===== config.mk =====
export PLATFORM = sky130hd
export DESIGN_NAME = serial_word_receiver
export DESIGN_NICKNAME = d
export VERILOG_FILES = /design/src/rtl/serial_word_receiver.sv
export SDC_FILE = /design/constraint.sdc
export NUM_CORES = 1
export LEC_CHECK = 0
export CORE_UTILIZATION = 51
export DETAILED_ROUTE_END_ITERATION = 12
export PLACE_DENSITY = 0.86
export SYNTH_ARGS = -nofsm -noshare
export SYNTH_HDL_FRONTEND = slang
export SYNTH_SLANG_ARGS = --single-unit
export TNS_END_PERCENT = 100

===== constraint.sdc =====
create_clock -name clk_i -period 3.9 [get_ports clk_i]
set_input_delay 0.975 -clock clk_i [delete_from_list [all_inputs] [get_ports clk_i]]
set_output_delay 0.975 -clock clk_i [all_outputs]
set_load 0.05 [all_outputs]

===== src/rtl/serial_word_receiver.sv =====
// serial_word_receiver: frames a serial bit stream on a start-of-frame strobe,
// assembles DW bits (MSB- or LSB-first) into a word and presents it on a
// one-entry valid/ready buffer with a sticky overrun flag.
// Optional build macro RX_PARITY_EN adds a trailing even-parity bit per frame
// and a parity_err_o output that travels with the word.
module serial_word_receiver #(
  parameter int unsigned DW = 4
) (
  input  logic          clk_i,
  input  logic          rst_ni,
  input  logic          enb_i,
  input  logic          sof_i,
  input  logic          sin_i,
  input  logic          left_right_i,
  input  logic          out_ready_i,
  input  logic          clr_ovr_i,
  output logic [DW-1:0] out_o,
  output logic          out_valid_o,
  output logic          busy_o,
  output logic          overrun_o
`ifdef RX_PARITY_EN
  ,
  output logic          parity_err_o
`endif
);

  localparam int unsigned CntW = $clog2(DW + 1);

  localparam logic [1:0] StIdle   = 2'd0;
  localparam logic [1:0] StData   = 2'd1;
`ifdef RX_PARITY_EN
  localparam logic [1:0] StParity = 2'd2;
`endif

  logic [1:0]      state_q, state_d;
  logic [CntW-1:0] cnt_q, cnt_d;
  logic [DW-1:0]   sr_q, sr_d;
  logic            order_q, order_d;
  logic [DW-1:0]   out_q, out_d;
  logic            out_valid_q, out_valid_d;
  logic            overrun_q, overrun_d;
  logic [DW-1:0]   shifted;
  logic [DW-1:0]   done_word;
  logic            done;
`ifdef RX_PARITY_EN
  logic            par_q, par_d;
  logic            parity_err_q, parity_err_d;
  logic            perr;
`endif

  // One bit step in the latched order; lsb_first shifts toward bit 0.
  function automatic logic [DW-1:0] shift_in(input logic [DW-1:0] sr, input logic b,
                                             input logic lsb_first);
    return lsb_first ? {b, sr[DW-1:1]} : {sr[DW-2:0], b};
  endfunction

  // Framing FSM: start/restart on enb&sof, collect bits, flag completion.
  always_comb begin
    state_d   = state_q;
    cnt_d     = cnt_q;
    sr_d      = sr_q;
    order_d   = order_q;
    done      = 1'b0;
    shifted   = shift_in(sr_q, sin_i, order_q);
    done_word = shifted;
`ifdef RX_PARITY_EN
    par_d     = par_q;
    perr      = 1'b0;
    done_word = sr_q;
`endif
    if (enb_i) begin
      if (sof_i) begin
        // sof in any state starts a fresh frame; a partial frame is dropped silently.
        state_d = StData;
        cnt_d   = CntW'(1);
        order_d = left_right_i;
        sr_d    = shift_in({DW{1'b0}}, sin_i, left_right_i);
`ifdef RX_PARITY_EN
        par_d   = sin_i;
`endif
      end else begin
        case (state_q)
          StData: begin
            sr_d  = shifted;
            cnt_d = cnt_q + CntW'(1);
`ifdef RX_PARITY_EN
            par_d = par_q ^ sin_i;
`endif
            if (cnt_q == CntW'(DW - 1)) begin
`ifdef RX_PARITY_EN
              state_d = StParity;
`else
              state_d = StIdle;
              cnt_d   = '0;
              done    = 1'b1;
`endif
            end
          end
`ifdef RX_PARITY_EN
          StParity: begin
            state_d = StIdle;
            cnt_d   = '0;
            done    = 1'b1;
            perr    = par_q ^ sin_i;
          end
`endif
          default: ;
        endcase
      end
    end
  end

  // Output buffer: load on completion if free or draining, else record overrun.
  always_comb begin
    out_d       = out_q;
    out_valid_d = out_valid_q;
    overrun_d   = overrun_q;
`ifdef RX_PARITY_EN
    parity_err_d = parity_err_q;
`endif
    if (out_valid_q && out_ready_i) out_valid_d = 1'b0;
    if (done && (!out_valid_q || out_ready_i)) begin
      out_d       = done_word;
      out_valid_d = 1'b1;
`ifdef RX_PARITY_EN
      parity_err_d = perr;
`endif
    end
    if (clr_ovr_i) overrun_d = 1'b0;
    // Set after clear so a coincident overrun wins.
    if (done && out_valid_q && !out_ready_i) overrun_d = 1'b1;
  end

  // State registers with asynchronous active-low reset.
  always_ff @(posedge clk_i or negedge rst_ni) begin
    if (!rst_ni) begin
      state_q      <= StIdle;
      cnt_q        <= '0;
      sr_q         <= '0;
      order_q      <= 1'b0;
      out_q        <= '0;
      out_valid_q  <= 1'b0;
      overrun_q    <= 1'b0;
`ifdef RX_PARITY_EN
      par_q        <= 1'b0;
      parity_err_q <= 1'b0;
`endif
    end else begin
      state_q      <= state_d;
      cnt_q        <= cnt_d;
      sr_q         <= sr_d;
      order_q      <= order_d;
      out_q        <= out_d;
      out_valid_q  <= out_valid_d;
      overrun_q    <= overrun_d;
`ifdef RX_PARITY_EN
      par_q        <= par_d;
      parity_err_q <= parity_err_d;
`endif
    end
  end

  assign out_o       = out_q;
  assign out_valid_o = out_valid_q;
  assign busy_o      = (state_q != StIdle);
  assign overrun_o   = overrun_q;
`ifdef RX_PARITY_EN
  assign parity_err_o = parity_err_q;
`endif

endmodule

[After elaboration in Yosys (flattened, before gate mapping)]
Cells that the tools add are included.
Widths: inputs -> output; s select.
Word-level totals
  output and inout bits: 7
  input port bits: 8
  word-level logic and storage cells: 43
  bits in registers: 16
Cells by class
  equal/unequal tests: 2
  $add $sub $neg: 1
  multiplexer cells: 18
  reductions and logical operators: 15
Operator list (count)
  $mux 4: 4
  $reduce_bool 2->1: 5
  $mux 3: 3
  $mux 1: 8
  $mux 2: 3
  $logic_and 1x1->1: 4
  $reduce_and 2->1: 2
  $add 3x1->3 const B: 1
  $eq 3x2->1 const B: 1
  $reduce_and 3->1: 1
  $eq 2x1->1 const B: 1
  $logic_not 1->1: 2
  $logic_or 1x1->1: 1

[Depth between registers and ports, before layout]
  depth after elaboration: 8
  gate-level depth with buffers: 5
  gate-level depth less buffers: 4

[Worst setup path after synthesis]
No wires, ideal clock.
  path type: input port to flip-flop
  from: in sof_i
  to: reg out_q[0], in the netlist out_o[0]
  setup slack: 1998 ps
  buffers on the path: 1
  cell stages on the path: 4
  arrival time: 1777 ps
  data required time: 3775 ps
  setup time: 125 ps
  path through: nand3b_4 and3b_1 buf_6 mux2_4
On the way
  longest elaborated chain between the ends: 3
RTL lines
  start: declaration: line 12  | input logic sof_i,
  $mux 1: line 72  | if (sof_i) begin
  $mux 1: line 71  | if (enb_i) begin
  $logic_and 1x1->1: line 122  | if (done && (!out_valid_q || out_ready_i)) begin
  end signal: assignment: line 153  | out_q <= out_d;
  end: declaration: line 39  | logic [DW-1:0] out_q, out_d;
Every way passes these cells.
A chain may end at the register's enable or synchronous reset.

[Final worst setup path]
  from: reg state_q[0]
  to: out busy_o
On the way
  longest elaborated chain between the ends: 1
RTL lines
  start: declaration: line 35  | logic [1:0] state_q, state_d;
  start signal: assignment: line 137  | state_q <= StIdle;
  start signal: assignment: line 149  | state_q <= state_d;
  $reduce_bool 2->1: line 165  | assign busy_o = (state_q != StIdle);
  end: declaration: line 19  | output logic busy_o,
Every way passes these cells.

==> flow_summary_export.csv <==
group,metric,value,unit
worst_setup_path,cp-start-kind,"register",
synth,synth_area,707,µm²
power_and_ir_drop,irDropWorstVdd,0.360,mV
sta,worstMarginPinSlew,0.643,ns
clock_network,htree_levels,1,
sta,tns,0,ns
flow_run,max_cap_violations,0,
placed_design,placed_area,855,µm²
worst_setup_path,ff2ff_setup_slack,2.41,ns
global_routing,grt_antenna_before_repair,0,
worst_setup_path,crit_buf_inv,1,
clock_network,cts_sinks,15,
sta,rsz0062_at_grt,"no",
floorplanning,initial_core_util,0.543,
power_and_ir_drop,finalPower,0.595,mW
sta,timing.final.ws_setup,1.33,ns
floorplanning,io-pin-count,15,
placed_design,place.gp.congestion,0.823,
sta,finalClockSkew,0.00810,ns
cells_and_area,final_cell_mix,"dfrtp_1, clkdlybuf4s50_1, nand2_1, inv_1, mux2i_1",
worst_setup_path,max_stage_delay,0.85,ns
global_routing,grt.overflow.total,0,
clock_network,cts_tree,"yes",
clock_network,clk_latency,0.28,ns
cells_and_area,antenna_cells,0,
worst_setup_path,crit_type,"register to primary output",
synth,ys_warn_count,0,
power_and_ir_drop,power_density,676,mW/mm²
synth,synth_area_leaders,"dfrtp_1, mux2i_1, mux2_2",
cells_and_area,final_nets,86,
clock_network,clkSlewWorstSetupHoldPaths,0.08,ns
cells_and_area,final_common_cell,"dfrtp_1",
routing,wirelength,1.17,mm
sta,relSlewSlack,0.570,
synth,synth_cell_types,24,
routing,route.antenna.remaining_nets,0,
placed_design,dp_slack,1.35,ns
global_routing,grt_usage,0.190,
global_routing,grt_max_degree,16,
synth,syn_area_per_cell,12.0,µm²
global_routing,grt_pass1_vias,468,
cells_and_area,drive_gt1_frac,0.171,
floorplanning,rows,13,
sta,fmax,389,MHz
cells_and_area,final_util,0.677,
sta,finalCritPeriodShare,0.659,
cells_and_area,fillers,118,
sta,slew_viol_final,0,
floorplanning,die_w,39.2,µm
floorplanning,die_h,39.2,µm
synth,synth-seq-cells,15,
placed_design,numPortBuffers,14,
status,status,"completed",
synth,ys.flop_type,"dfrtp_1",
synth,synth_edf_count,0,
worst_setup_path,path_cells,"clkdlybuf4s50_1",
clock_network,tritoncts.num_buffers,3,
cells_and_area,fin_area,881,µm²
worst_setup_path,crit_path_top_delay_cell,"clkdlybuf4s50_1",
cells_and_area,syn2layout_area_growth,24.6,%
sta,setup_viol,0,
clock_network,ctsResizeCount,0,
routing,vias,497,
sta,finalHoldViolCount,0,
routing,wl_per_cell,12.9,µm
global_routing,grt_pass1_wl,1.95,mm
routing,drc,0,
routing,drt_pre_antenna_iters,3,
worst_hold_path,hp-class,"register to register",
synth,yosysSeqAreaShare,0.531,
synth,mappedNetlistNets,68,
worst_setup_path,crit_family,"buffers and inverters",
placed_design,dp_hpwl,896,µm
routing,drt_iter0_drc,6,
worst_setup_path,crit_arrival,1.60,ns
clock_network,clk_path_buf_depth,2,
clock_network,post_cts_buffers,0,
clock_network,cts_root_buffer,"clkbuf_4",
synth,synthArstFlopShare,1.00,
power_and_ir_drop,p_leak,0.399,nW
floorplanning,die-area,0.00154,mm²
synth,synth_top_area_cell,"dfrtp_1",
worst_setup_path,worstPathRequired,2.92,ns
sta,post-route-min-period,2.57,ns
worst_setup_path,critPathMaxFanout,6,
clock_network,hold_buffers,0,
synth,synth_top_area_frac,0.531,
floorplanning,core-area,0.00130,mm²
routing,routed_via_density,5.46,
synth,synth_cells,59,
worst_setup_path,cp-end-kind,"primary output",
[state kept, by name (all words and copies together), names as in the netlist]
signal	count
out_o	4
overrun_o	1
order_q	1
state_q	1
sr_q	4
cnt_q	3
out_valid_o	1
[per-layer routing]
layer / vias up / track usage / part of all wire
met5: - / 0 / 0
met4: 0 / 0.0603 / 0.014
met3: 5 / 0.0520 / 0.049
met2: 18 / 0.283 / 0.44
met1: 233 / 0.263 / 0.49
li1: 241 / - / -
[final timing paths]
path | startpoint | end | depth (start not counted)
worst min register to register | cnt_q[1]$_DFFE_PN0P_ | cnt_q[1]$_DFFE_PN0P_ | 2
worst max register to register | cnt_q[0]$_DFFE_PN0P_ | out_o[3]$_DFFE_PN0P_ | 4
worst min-delay path | cnt_q[1]$_DFFE_PN0P_ | cnt_q[1]$_DFFE_PN0P_ | 2
max in group asynchronous | rst_ni | out_valid_o$_DFFE_PN0P_ | 1
min in group asynchronous | rst_ni | sr_q[0]$_DFFE_PN0P_ | 1
worst max-delay path | state_q[0]$_DFFE_PN0P_ | busy_o | 1
[synthesized netlist by cell type (2+ instances only)]
library cell / instances
mux2_2: 3
mux2_4: 2
mux2i_1: 4
nand2_1: 6
nor2_1: 3
dfrtp_1: 15
o21ai_0: 3
o22ai_1: 2
nand2b_1: 3
inv_1: 4
[per-stage QoR]
| stage | cells | hold slack [ns] |
|---|---|---|
| final | 91 | 0.522 |
| after global routing | 91 | 0.540 |
| after CTS | 91 | 0.516 |
| after detailed placement | 87 | 0.495 |
| after global placement | 87 | 0.476 |
| after floorplan | 59 | 0.453 |
[final cells by class]
type | count | area [µm²] | area share
clock buffers | 4 | 26.3 | 0.0298
inverters | 4 | 15.0 | 0.0170
multi-input cells | 39 | 305 | 0.347
flip-flops and latches | 15 | 375 | 0.426
well taps | 15 | 18.8 | 0.0213
repair buffers | 14 | 140 | 0.159
[worst register-to-register path, delay by kind of cell (launching register included)]
kind | cells | cell delay [ns]
and+or+nand+nor | 2 | 0.44
DFF | 1 | 0.41
muxes | 1 | 0.31
adders and majority gates | 1 | 0.23
[logic make-up (layout without fill, tap and decap cells)]
kind of cell,Yosys count,after routing,share of synthesized area
muxes,9,9,0.147
adders and majority gates,1,1,0.0177
buffers and inverters,5,22,0.0372
DFF,15,15,0.531
and+or+nand+nor,16,16,0.140
AOI/OAI and AO/OA,13,13,0.127
[power by group]
group	switching, mW	internal (mW)	total, mW
logic	0.157	0.111	0.268
clock network	0.0479	0.0397	0.0875
registers	0.0372	0.202	0.240
(Power assumes the default switching activity.)
